`src/rtl/textmode_pkg.sv`:
```
// Shared constants, command/state encodings and character sanitising for the
// text-mode console sequencer.
package textmode_pkg;

   localparam int COLS_DEF = 80;
   localparam int ROWS_DEF = 30;

   localparam logic [8:0] CHR_SPACE = 9'd32;
   localparam logic [8:0] CHR_SUBST = 9'd63;
   localparam logic [8:0] CHR_MIN   = 9'd32;
   localparam logic [8:0] CHR_MAX   = 9'd127;

   typedef enum logic [1:0] {
      OP_PUT     = 2'd0,
      OP_NEWLINE = 2'd1,
      OP_CLEAR   = 2'd2,
      OP_BKSP    = 2'd3
   } console_op_t;

   typedef enum logic [2:0] {
      ST_INIT_CLR  = 3'd0,
      ST_IDLE      = 3'd1,
      ST_PUT       = 3'd2,
      ST_BKSP      = 3'd3,
      ST_FILL_LINE = 3'd4,
      ST_FILL_ALL  = 3'd5
   } console_state_t;

   // Non-printable codes are shown as '?'.
   function automatic logic [8:0] chr_sanitize(input logic [8:0] c);
      logic [8:0] r;
      if ((c < CHR_MIN) || (c > CHR_MAX)) begin
         r = CHR_SUBST;
      end else begin
         r = c;
      end
      return r;
   endfunction

endpackage

```
`src/rtl/text_fill.sv`:
```
// Row/column sweep counter: issues one cell per cycle over a single row or the
// whole screen. The first cell is presented in the same cycle as i_start.
module text_fill
   import textmode_pkg::*;
#(
   parameter int COLS = COLS_DEF,
   parameter int ROWS = ROWS_DEF
) (
   input  logic       clk,
   input  logic       rst_n,
   input  logic       i_start,
   input  logic       i_all,
   input  logic [5:0] i_row,
   output logic [6:0] o_x,
   output logic [5:0] o_y,
   output logic       o_str,
   output logic       o_done
);

   localparam logic [6:0] X_LAST = 7'(COLS - 1);
   localparam logic [5:0] Y_LAST = 6'(ROWS - 1);

   logic [6:0] r_x;
   logic [5:0] r_y;
   logic       r_all;
   logic       r_busy;
   logic       w_all;
   logic       w_last;

   // Current cell: a start overrides the counters so the sweep begins at once.
   always_comb begin
      o_str = 1'b0;
      o_x   = r_x;
      o_y   = r_y;
      w_all = r_all;
      if (i_start) begin
         o_str = 1'b1;
         o_x   = 7'd0;
         o_y   = i_all ? 6'd0 : i_row;
         w_all = i_all;
      end else if (r_busy) begin
         o_str = 1'b1;
      end else begin
         o_str = 1'b0;
      end
      w_last = (o_x == X_LAST) && (!w_all || (o_y == Y_LAST));
   end

   assign o_done = !r_busy;

   // Advance the sweep after each issued cell; the final cell stops it.
   always_ff @(posedge clk or negedge rst_n) begin
      if (!rst_n) begin
         r_x    <= 7'd0;
         r_y    <= 6'd0;
         r_all  <= 1'b0;
         r_busy <= 1'b0;
      end else if (o_str) begin
         r_all <= w_all;
         if (w_last) begin
            r_busy <= 1'b0;
            r_x    <= o_x;
            r_y    <= o_y;
         end else if (o_x == X_LAST) begin
            r_busy <= 1'b1;
            r_x    <= 7'd0;
            r_y    <= o_y + 6'd1;
         end else begin
            r_busy <= 1'b1;
            r_x    <= o_x + 7'd1;
            r_y    <= o_y;
         end
      end
   end

endmodule

```
`src/rtl/text_console_ctrl.sv`:
```
// Terminal-style command sequencer owning the text-mode write port: cursor
// tracking, command decode and registered write strobes.
module text_console_ctrl
   import textmode_pkg::*;
#(
   parameter int COLS           = COLS_DEF,
   parameter int ROWS           = ROWS_DEF,
   parameter bit CLEAR_ON_RESET = 1'b1
) (
   input  logic       clk_sys,
   input  logic       btn_rst_n,
   input  logic       cmd_valid,
   output logic       cmd_ready,
   input  logic [1:0] cmd_op,
   input  logic [8:0] cmd_data,
   output logic [6:0] char_x,
   output logic [5:0] char_y,
   output logic [8:0] char_chr,
   output logic       char_str,
   output logic [6:0] cur_x,
   output logic [5:0] cur_y
);

   localparam logic [6:0] X_LAST = 7'(COLS - 1);
   localparam logic [5:0] Y_LAST = 6'(ROWS - 1);

   console_state_t r_state;
   console_state_t w_nxt_state;
   logic           w_accept;
   logic [6:0]     w_nxt_x;
   logic [5:0]     w_nxt_y;
   logic [5:0]     w_next_row;
   logic           w_wr;
   logic [6:0]     w_wr_x;
   logic [8:0]     w_wr_chr;
   logic           w_fill_start;
   logic           w_fill_all;
   logic [5:0]     w_fill_row;
   logic [6:0]     w_fill_x;
   logic [5:0]     w_fill_y;
   logic           w_fill_str;
   logic           w_fill_done;

   assign w_accept   = cmd_valid && cmd_ready;
   assign w_next_row = (cur_y == Y_LAST) ? 6'd0 : cur_y + 6'd1;

   text_fill #(
      .COLS (COLS),
      .ROWS (ROWS)
   ) u_fill (
      .clk     (clk_sys),
      .rst_n   (btn_rst_n),
      .i_start (w_fill_start),
      .i_all   (w_fill_all),
      .i_row   (w_fill_row),
      .o_x     (w_fill_x),
      .o_y     (w_fill_y),
      .o_str   (w_fill_str),
      .o_done  (w_fill_done)
   );

   // Command decode and next-state / next-cursor selection.
   always_comb begin
      w_nxt_state  = r_state;
      w_nxt_x      = cur_x;
      w_nxt_y      = cur_y;
      w_wr         = 1'b0;
      w_wr_x       = cur_x;
      w_wr_chr     = CHR_SPACE;
      w_fill_start = 1'b0;
      w_fill_all   = 1'b0;
      w_fill_row   = cur_y;
      case (r_state)
         ST_INIT_CLR: begin
            w_fill_start = 1'b1;
            w_fill_all   = 1'b1;
            w_nxt_state  = ST_FILL_ALL;
         end
         ST_IDLE: begin
            if (w_accept) begin
               case (console_op_t'(cmd_op))
                  OP_PUT: begin
                     w_wr        = 1'b1;
                     w_wr_chr    = chr_sanitize(cmd_data);
                     w_nxt_state = ST_PUT;
                     if (cur_x == X_LAST) begin
                        w_nxt_x = 7'd0;
                        w_nxt_y = w_next_row;
                     end else begin
                        w_nxt_x = cur_x + 7'd1;
                     end
                  end
                  OP_NEWLINE: begin
                     w_nxt_x      = 7'd0;
                     w_nxt_y      = w_next_row;
                     w_fill_start = 1'b1;
                     w_fill_row   = w_next_row;
                     w_nxt_state  = ST_FILL_LINE;
                  end
                  OP_CLEAR: begin
                     w_fill_start = 1'b1;
                     w_fill_all   = 1'b1;
                     w_nxt_state  = ST_FILL_ALL;
                  end
                  OP_BKSP: begin
                     w_nxt_state = ST_BKSP;
                     if (cur_x != 7'd0) begin
                        w_nxt_x = cur_x - 7'd1;
                        w_wr_x  = cur_x - 7'd1;
                        w_wr    = 1'b1;
                     end else begin
                        w_wr = 1'b0;
                     end
                  end
                  default: w_nxt_state = ST_IDLE;
               endcase
            end else begin
               w_nxt_state = ST_IDLE;
            end
         end
         // After a PUT the cursor sits at column 0 only if it wrapped.
         ST_PUT: begin
            if (cur_x == 7'd0) begin
               w_fill_start = 1'b1;
               w_nxt_state  = ST_FILL_LINE;
            end else begin
               w_nxt_state = ST_IDLE;
            end
         end
         ST_BKSP: w_nxt_state = ST_IDLE;
         ST_FILL_LINE: begin
            if (w_fill_done) begin
               w_nxt_state = ST_IDLE;
            end else begin
               w_nxt_state = ST_FILL_LINE;
            end
         end
         ST_FILL_ALL: begin
            if (w_fill_done) begin
               w_nxt_state = ST_IDLE;
               w_nxt_x     = 7'd0;
               w_nxt_y     = 6'd0;
            end else begin
               w_nxt_state = ST_FILL_ALL;
            end
         end
         default: w_nxt_state = ST_IDLE;
      endcase
   end

   // State, cursor and registered write-port outputs.
   always_ff @(posedge clk_sys or negedge btn_rst_n) begin
      if (!btn_rst_n) begin
         r_state   <= CLEAR_ON_RESET ? ST_INIT_CLR : ST_IDLE;
         cmd_ready <= 1'b0;
         cur_x     <= 7'd0;
         cur_y     <= 6'd0;
         char_x    <= 7'd0;
         char_y    <= 6'd0;
         char_chr  <= 9'd0;
         char_str  <= 1'b0;
      end else begin
         r_state   <= w_nxt_state;
         cmd_ready <= (w_nxt_state == ST_IDLE);
         cur_x     <= w_nxt_x;
         cur_y     <= w_nxt_y;
         char_str  <= w_wr | w_fill_str;
         if (w_fill_str) begin
            char_x   <= w_fill_x;
            char_y   <= w_fill_y;
            char_chr <= CHR_SPACE;
         end else if (w_wr) begin
            char_x   <= w_wr_x;
            char_y   <= cur_y;
            char_chr <= w_wr_chr;
         end
      end
   end

endmodule

```
`config.mk`:
```
export PLATFORM = sky130hd
export DESIGN_NAME = text_console_ctrl
export DESIGN_NICKNAME = d
export VERILOG_FILES = /design/src/rtl/textmode_pkg.sv /design/src/rtl/text_fill.sv /design/src/rtl/text_console_ctrl.sv
export SDC_FILE = /design/constraint.sdc
export NUM_CORES = 1
export LEC_CHECK = 0
export ABC_AREA = 1
export CORE_MARGIN = 1
export CORE_UTILIZATION = 49
export CTS_BUF_LIST = sky130_fd_sc_hd__clkbuf_16
export CTS_CLUSTER_DIAMETER = 80
export DETAILED_ROUTE_END_ITERATION = 7
export PLACE_DENSITY_LB_ADDON = 0.12
export RECOVER_POWER = 50
export SYNTH_ARGS = -nofsm -noshare
export SYNTH_HDL_FRONTEND = slang
export SYNTH_SLANG_ARGS = --single-unit
```
`constraint.sdc`:
```
create_clock -name clk_sys -period 2.6 [get_ports clk_sys]
set_input_delay 0.26 -clock clk_sys [delete_from_list [all_inputs] [get_ports clk_sys]]
set_output_delay 0.26 -clock clk_sys [all_outputs]
set_load 0.1 [all_outputs]
```
# After elaboration in Yosys (flattened, before gate mapping)
# Index checks and enable logic that the tools add are counted.
# word_totals
mem_bits_ro,0
output_inout_bits,37
ff_bits,55
memories,0
latchBits,0
inputBits,14
ram_bits,0
wordCells,107
# classes
n_reduce_logical,14
n_lt_le_gt_ge,2
div_mod_pow,0
mux,56
n_bitwise,1
multipliers,0
eq_ne,17
n_addsub,5
n_shift,0
# ops
operator,n
7-bit two-way mux,12
6-bit two-way mux,13
9-bit two-way mux,6
6-bit one-hot mux with 2 select lines,2
7-bit one-hot mux with 3 select lines,1
3-bit one-hot mux with 5 select lines,1
7-bit by 1-bit adder with 7-bit output (second input constant),2
7-bit equality test (second input constant),2
7-bit one-hot mux with 2 select lines,1
6-bit by 1-bit adder with 6-bit output (second input constant),2
6-bit by 5-bit equality test with 1-bit output (second input constant),2
1-bit two-way mux,12
3-bit two-way mux,4
3-bit one-hot mux with 4 select lines,1
9-bit by 7-bit greater-than comparator with 1-bit output (second input constant),1
9-bit by 6-bit < comparator with 1-bit output (second input constant),1
7-bit zero test,1
7-bit nonzero test,1
7-bit by 1-bit subtractor with 7-bit output (second input constant),1
3-bit by 1-bit equality test with 1-bit output (second input constant),2
3-bit equality test (second input constant),2
5-bit AND reduction,1
2-bit equality test (second input constant),2
2-bit != test (second input constant),2
other kinds (16),20

# Logic depth before layout (Yosys ltp)
# Gate-level depths: netlist of run 1.
# logic_depth
word_depth,11
ltp_mapped,19
mapped_depth_nobuf,19

# Modules after synthesis
# A second synthesis of run 1 with hierarchy kept.
# unflattened
cells_unflattened,540
area_unflattened_um2,3856.2
# by_module_without_submodules
mod,cells_per_inst,area_per_inst_um2,seq_area_each_um2,n_inst
text_console_ctrl,362,2658.8,1001.0,1
text_fill,178,1197.4,375.4,1

# Worst setup path before layout of run 1
# No wires, ideal clock.
# synth_timing
kind,reg2reg
from,reg cur_x[0]
to,reg u_fill.r_y[4]
path_slack_ns,-0.673
path_buffers,1
synth_period_minus_slack_ns,3.273
path_stages_with_launch,17
setup_ns,0.125
required_ns,2.475
arrival_ns,3.149
path_cell_list,dfrtp_1 > inv_1 > ha_1 > nand2_2 > nor2_2 > nand3_4 > nand3b_4 > buf_4 > nor2_1 > ha_1 > nand4_2 > nor3_4 > nand3_4 > nor2_2 > nand2_1 > nand3_1 > nand3_1
# synth_between
elab_chain_len,8
word_cells_on_any_way,15
cone_classes,1 x add/sub; 2 x eq/ne; 8 x mux; 4 x reduce/logical
# synth_lines
element,line,text
"start, declared",text_console_ctrl.sv:20,"output logic [6:0] cur_x,"
"start signal, assigned",text_console_ctrl.sv:165,cur_x <= w_nxt_x;
7-bit zero test (*),text_console_ctrl.sv:123,if (cur_x == 7'd0) begin
1-bit two-way mux (*),text_console_ctrl.sv:123,
1-bit one-hot mux with 3 select lines (*),text_console_ctrl.sv:73,case (r_state)
"parallel branches: the longest is 5 deep, another holds 6-bit by 1-bit adder with 6-bit output",--,
"end signal, assigned",text_fill.sv:63,r_y <= o_y;
"end signal, assigned",text_fill.sv:67,r_y <= o_y + 6'd1;
"end signal, assigned",text_fill.sv:71,r_y <= o_y;
"end, declared",text_fill.sv:24,logic [5:0] r_y;
# Every way passes the cells marked *.
# A chain may end at the register's enable or synchronous reset.

# Worst setup path after layout of run 1
# layout_timing
from,reg cur_x[0]
to,reg u_fill.r_y[1]
# Same word-level chain as after synthesis.

==> metrics.md, run 1 <==
| Metric | Value |
|---|---|
| Final hold viol count | `0` |
| Vias in the first global route | `3,107` |
| Initial DRT Pass Iterations | `5` |
| FF-to-FF Start | `cur_x[0]` |
| RR Endpoint | `u_fill.r_y[1]` |
| Synth area leader | `dfrtp_1` |
| First-pass GRT wire length | `14,700 um` |
| Arrival time worst endpoint | `2760 ps` |
| Per-cell routed wire length | `14.2 um` |
| Register bit count reported by yosys | `55` |
| Comb power frac | `4.0%` |
| Asr flop ratio synth | `100%` |
| Routed Antenna Nets | `0` |
| Worst reg2reg setup slack | `3 ps` |
| Post-synth EDFFs | `0` |
| HP Class | `reg2reg` |
| CTS Root Cell | `clkbuf_16` |
| WP data required | `2770 ps` |
| Top post-synthesis cells by area | `dfrtp_1 (40%), nand2_1 (9.9%), inv_1 (6.7%), nor2_1 (6.2%), nand3_1 (4.2%)` |
| Largest net degree at the start of global routing | `31` |
| Cells after Synth | `451` |
| Clock group share of total power | `48.4%` |
| CP Max Fanout | `7` |
| Clock sinks | `55` |
| Total Routing Usage GR | `24.9%` |
| Post-synth net total | `476` |
| Final wirelength | `9140 um` |
| H-tree depth | `2` |
| TritonCTS buffer count | `5` |
| Diodes inserted | `0` |
| Clk_lat worst skew | `290 ps` |
| Initial antenna violation count | `0` |
| Register-to-Register Path Depth | `16` |
| Rel. slew slack | `21.6%` |
| Top_reg_cell synth | `dfrtp_1` |
| CP Class | `reg2reg` |
| Slew @ Worst Pin | `1180 ps` |
| Pwr/cell area | `396 nW/um^2` |
| DR vias | `3,393` |
| PortBufs | `50` |
| Pleak | `2.17 nW` |
| Die area | `7340 sq um` |
| Max-slew violations | `0` |
| Effective utilization at floorplan | `50.5%` |
| Vias per inst | `5.27` |
| Max_cap viols | `0` |
| Peak supply drop | `275 uV` |
| Hold path start | `char_chr[6]` |
| Netlist cell types | `42` |
| CP peak stage delay | `500 ps` |
| Die height | `85.7 um` |
| Register area share after synthesis | `40.1%` |
| Reg power frac | `47.7%` |
| Die Span X | `85.7 um` |
| Worst-path clk slew | `70 ps` |
| Total I/O pin count | `51` |
| Syn. warnings | `0` |
| Worst Slack Setup Final | `2.80 ps` |
| Core ar. | `6790 sq um` |
| Post-DP Area | `4300 sq um` |
| Critical Path Source | `cur_x[0]` |
| Setup Slack @ Placement | `-127 ps` |
| Clock buffer depth | `2` |
| Initial drt markers | `263` |
| Share of cells above drive strength 1 | `23.7%` |
| P_int | `0.00144 W` |
| WHS Path Cells | `2` |
| Design area | `4530 sq um` |
| Slowest stage cell, crit path | `dfrtp_4` |
| Post-DP HPWL | `6770 um` |
| DRC | `0` |
| Setup crit start kind | `register` |
| Achievable frequency | `385 MHz` |
| Fin Hold WS | `488 ps` |
| Final worst-path cycle share | `99.9%` |
| Status | `finished clean` |
| Critical path cell sequence | `inv_4 -> ha_4 -> nand2_4 -> nor2_4 -> nand3_4 -> nand3b_4 -> nand4_1 -> nand2_1 -> inv_2 -> ha_4 -> nand3_2 -> nor2_2 -> nand2_2 -> nand3_4 -> a21oi_1 -> a21oi_2` |
| GRT overflow | `0` |
| Commonest non-fill, non-tap cell in the layout | `nand2_1` |
| Area Overhead vs Synth | `32.1%` |
| Syn Area/Cell | `7.60 sq um` |
| Final min period | `2600 ps` |
| Routability-driven placement congestion ratio | `0.944` |
| Setup violators final | `0` |
| Switching Share | `19.7%` |
| CTS tree | `built` |
| Fin nets | `572` |
| Worst setup EP type | `register` |
| Yosys top cell area share | `40.1%` |
| Row count | `30` |
| Final Skew | `6.42 ps` |
| Worst Hold End | `char_chr[6]` |
| Most frequent cells in the layout | `nand2_1 (89), buf_4 (62), inv_1 (58)` |
| Fill cells | `589` |
| Sw power | `0.000354 W` |
| Mapped Area | `3430 sq um` |
==> state kept, by name, summed over array words and instances, names as in the netlist, 3 cells and up <==
signal	count
r_state	3
cur_y	6
u_fill.r_x	7
char_x	7
cur_x	7
char_y	6
char_chr	9
u_fill.r_y	6
==> worst max-delay path, delay by kind of cell, from the launching register on <==
| family | cells | cell delay (ps) |
|---|---|---|
| simple gates | 10 | 1070 |
| fa+ha+maj | 2 | 300 |
| buf+inv | 2 | 150 |
| compound gates | 2 | 440 |
| flops | 1 | 500 |
==> logic make-up after synthesis <==
kind of cell | share of synthesized area, %
simple gates | 29.7
compound gates | 15.3
buf+inv | 8.76
flops | 40.1
fa+ha+maj | 4.01
xor+xnor | 2.04
==> worst max path at each step <==
| stage | cells after the start | to | slack, ps |
|---|---|---|---|
| after floorplan | 19 | u_fill.r_y[5] | 3 |
| after global placement | 14 | u_fill.r_y[5] | -80 |
| after detailed placement | 14 | u_fill.r_y[5] | -130 |
| after CTS | 16 | u_fill.r_y[1] | 20 |
| after global routing | 16 | u_fill.r_y[1] | -110 |
| final | 16 | u_fill.r_y[1] | 3 |
==> cells in the mapped netlist (3+ instances only) <==
library cell / instances
o21ai_0: 28
nand3_4: 3
xor2_1: 5
nand2_2: 4
nand2_1: 90
nor2_2: 6
o211ai_1: 7
nand4_1: 5
nand3_1: 29
a21oi_1: 10
inv_2: 8
o31ai_1: 3
o21ai_1: 3
nor2_1: 57
clkbuf_1: 5
xnor2_1: 3
a31oi_1: 9
ha_1: 11
o22ai_1: 16
inv_1: 61
nor3_1: 8
dfrtp_1: 55
buf_2: 3
==> final cells by class <==
cell class                 count  area (sq um)  share of cell area, %
multi-input combinational    318          1860                   41.0
clock inverter                 3          67.6                   1.49
inverter                      69           264                   5.83
sequential                    55          1400                   30.9
clock buffer                   5           125                   2.76
tap                           96           120                   2.65
timing repair buffer          98           699                   15.4
==> repair_timing <==
action | CTS | global route
resized for setup | 0 | 8
endpoints found under the hold margin | 10 | 0
endpoints found under the setup margin | 0 | 12
hold buffers | 1 | 0
buffers inserted | 0 | 10
==> power by group through the flow <==
stage                     sequential, W  combinational [W]  clock, W
after CTS                      0.000854          0.0000738  0.000875
after floorplan                0.000872          0.0000190         0
after global routing           0.000854          0.0000802  0.000910
after detailed placement       0.000872          0.0000724         0
final                          0.000854          0.0000709  0.000867
after global placement         0.000872          0.0000714         0
==> routing by layer <==
layer | wire, um | up-vias | global-route usage (%)
met4 | 85 | 0 | 4.85
li1 | - | 1683 | -
met1 | 4370 | 1598 | 35.6
met2 | 4260 | 104 | 40.7
met3 | 425 | 8 | 3.37
met5 | 0 | - | 0
==> stage by stage <==
step           power (W)  utilization, %  TNS (ps)  instances
2_1_floorplan   0.000891               -         0        451
3_3_place_gp    0.000943            63.4      -341        625
6_report         0.00179            66.7         0        644
5_1_grt          0.00184            66.7      -198        644
3_5_place_dp    0.000944            63.4      -830        625
4_1_cts          0.00180            66.3         0        634
No activity file was read; power rests on OpenSTA's default activity.
==> inputs of run 2 (changes only) <==
--- a/config.mk
+++ b/config.mk
@@ -9,7 +9,7 @@
 export CORE_MARGIN = 1
 export CORE_UTILIZATION = 49
 export CTS_BUF_LIST = sky130_fd_sc_hd__clkbuf_16
-export CTS_CLUSTER_DIAMETER = 80
+export CTS_CLUSTER_DIAMETER = 40
 export DETAILED_ROUTE_END_ITERATION = 7
 export PLACE_DENSITY_LB_ADDON = 0.12
 export RECOVER_POWER = 50
==> results of run 2 <==
No change in the layout: final DEF, timing and power equal those of run 1.
==> inputs of run 3 (changes only) <==
--- a/config.mk
+++ b/config.mk
@@ -6,7 +6,6 @@
 export NUM_CORES = 1
 export LEC_CHECK = 0
 export ABC_AREA = 1
-export CORE_MARGIN = 1
 export CORE_UTILIZATION = 49
 export CTS_BUF_LIST = sky130_fd_sc_hd__clkbuf_16
 export CTS_CLUSTER_DIAMETER = 40
@@ -16,3 +15,4 @@
 export SYNTH_ARGS = -nofsm -noshare
 export SYNTH_HDL_FRONTEND = slang
 export SYNTH_SLANG_ARGS = --single-unit
+export TNS_END_PERCENT = 5
==> run 3 against run 2 <==
  * Clock power shrank 20%
  * Final cell count shrank 0.93%
  * Combinational power grew 2%
  * Sequential power is essentially flat
  * Setup slack gained 160 ps
  * Core utilization shrank 1.7 points
  * Critical path depth is the same
  * Largest cell class unchanged
  * Highest routed layer unchanged
==> metrics.md, run 3 (same netlist as run 1, synthesis figures left out) <==
| Metric | Value |
|---|---|
| Total Routing Usage GR | `25.0%` |
| H-tree depth | `2` |
| Final wirelength | `8880 um` |
| Routed Antenna Nets | `0` |
| Diodes inserted | `0` |
| Vias per inst | `5.26` |
| Critical path cell sequence | `inv_4 -> ha_4 -> nand2_4 -> nor2_4 -> nand3_4 -> nand3b_4 -> nand4_1 -> nand2_1 -> inv_1 -> ha_2 -> nand3_2 -> nor2_2 -> nand2_2 -> nand3_4 -> or2_0 -> a21oi_1` |
| Core ar. | `6790 sq um` |
| WP data required | `2820 ps` |
| Final Skew | `7.07 ps` |
| Status | `finished clean` |
| Arrival time worst endpoint | `2660 ps` |
| Setup Slack @ Placement | `-206 ps` |
| Post-route setup TNS | `0 ps` |
| Top reg by flops | `char_chr` |
| Peak supply drop | `271 uV` |
| CP dominant cell by count | `nand3_4` |
| Slowest stage cell, crit path | `dfrtp_4` |
| Effective utilization at floorplan | `50.5%` |
| First-pass GRT wire length | `14,500 um` |
| Setup violators final | `0` |
| GRT overflow | `0` |
| Worst Slack Setup Final | `165 ps` |
| Most frequent cells in the layout | `nand2_1 (90), inv_1 (59), buf_4 (57)` |
| Area Overhead vs Synth | `28.7%` |
| Max-slew violations | `0` |
| Clk_lat worst skew | `300 ps` |
| Die height | `85.7 um` |
| CP Class | `reg2reg` |
| TritonCTS buffer count | `5` |
| Die Span X | `85.7 um` |
| Unrepaired setup endpoints after global routing | `no` |
| WP buf/inv | `2` |
| CP Max Fanout | `7` |
| Setup crit start kind | `register` |
| Share of cells above drive strength 1 | `22.0%` |
| Initial DRT Pass Iterations | `4` |
| Commonest non-fill, non-tap cell in the layout | `nand2_1` |
| Fin nets | `566` |
| Initial antenna violation count | `0` |
| Row count | `30` |
| Fill cells | `620` |
| CTS Root Cell | `clkbuf_16` |
| Clock buffer depth | `2` |
| PortBufs | `50` |
| Final hold viol count | `0` |
| Total I/O pin count | `51` |
| Achievable frequency | `411 MHz` |
| Worst setup EP type | `register` |
| Max FFs per register | `9` |
| Vias in the first global route | `3,009` |
| Die area | `7340 sq um` |
| Fin Hold WS | `488 ps` |
| DR vias | `3,355` |
| Slew @ Worst Pin | `1210 ps` |
| CTS tree | `built` |
| Rel. slew slack | `19.1%` |
| Power Total | `0.00162 W` |
| Worst-path clk slew | `80 ps` |
| Largest net degree at the start of global routing | `24` |
| Final worst-path cycle share | `93.6%` |
| Pwr/cell area | `367 nW/um^2` |
| Post-DP HPWL | `6880 um` |
| Max_cap viols | `0` |
| HP Class | `reg2reg` |
| Per-cell routed wire length | `13.9 um` |
| Routability-driven placement congestion ratio | `0.940` |
| DRC | `0` |
| Pleak | `2.11 nW` |
| Final min period | `2430 ps` |
| CP delay by family, top | `simple AND/OR/NAND/NOR gates` |
| Initial drt markers | `116` |
| CP peak stage delay | `490 ps` |
| Clock sinks | `55` |
-- run 3: what timing repair did --
action                                  in CTS  in global routing
hold endpoints to repair                    20                  0
resized for setup                            0                  4
hold buffers                                 1                  0
endpoints found under the setup margin       0                 10
setup buffers                                0                  5
-- run 3: routing by layer --
| metal | routed length, um | GRT usage (%) | vias to the layer above |
|---|---|---|---|
| met5 | 0 | 0 | - |
| met3 | 443 | 4.43 | 10 |
| met2 | 4060 | 38.6 | 88 |
| met1 | 4280 | 36.5 | 1581 |
| met4 | 93 | 6.21 | 0 |
| li1 | - | - | 1676 |
-- run 3: layout make-up --
type,count,area (sq um),area share (%)
Tap cell,96,120,2.72
Inverter,69,264,5.98
Multi-Input combinational cell,318,1840,41.7
Clock inverter,3,25.0,0.567
Timing Repair Buffer,92,641,14.5
Sequential cell,55,1400,31.7
Clock buffer,5,125,2.83
-- run 3: power by group --
| group | switching (W) | internal (W) |
|---|---|---|
| Combinational | 0.0000402 | 0.0000320 |
| Sequential | 0 | 0.000854 |
| Clock | 0.000333 | 0.000361 |
| Total | 0.000373 | 0.00125 |
-- run 3: worst reg2reg max path, delay by kind of cell (launching register included) --
kind,cells,cell delay (ps)
buf+inv,2,150
fa+ha+maj,2,320
simple gates,11,1280
compound gates,1,120
flops,1,490
-- run 3: path summary, 6_finish.rpt --
kind	startpoint	end	slack, ps	cells past startpoint
worst max-delay path	cur_x[0]	u_fill.r_y[1]	170	16
worst min-delay path	char_chr[4]	char_chr[4]	490	2
worst max register to register	cur_x[0]	u_fill.r_y[1]	170	16
worst min register to register	char_chr[4]	char_chr[4]	490	2
max in group asynchronous	btn_rst_n	cur_x[4]	600	3
min in group asynchronous	btn_rst_n	char_str	730	2
-- run 3: stage by stage --
stage / utilization, % / std cells / area [sq um]
5_1_grt: 65.0 / 638 / 4410
3_3_place_gp: 63.1 / 624 / 4280
3_5_place_dp: 63.1 / 624 / 4280
2_1_floorplan: - / 451 / 3540
4_1_cts: 65.4 / 633 / 4440
6_report: 65.0 / 638 / 4410
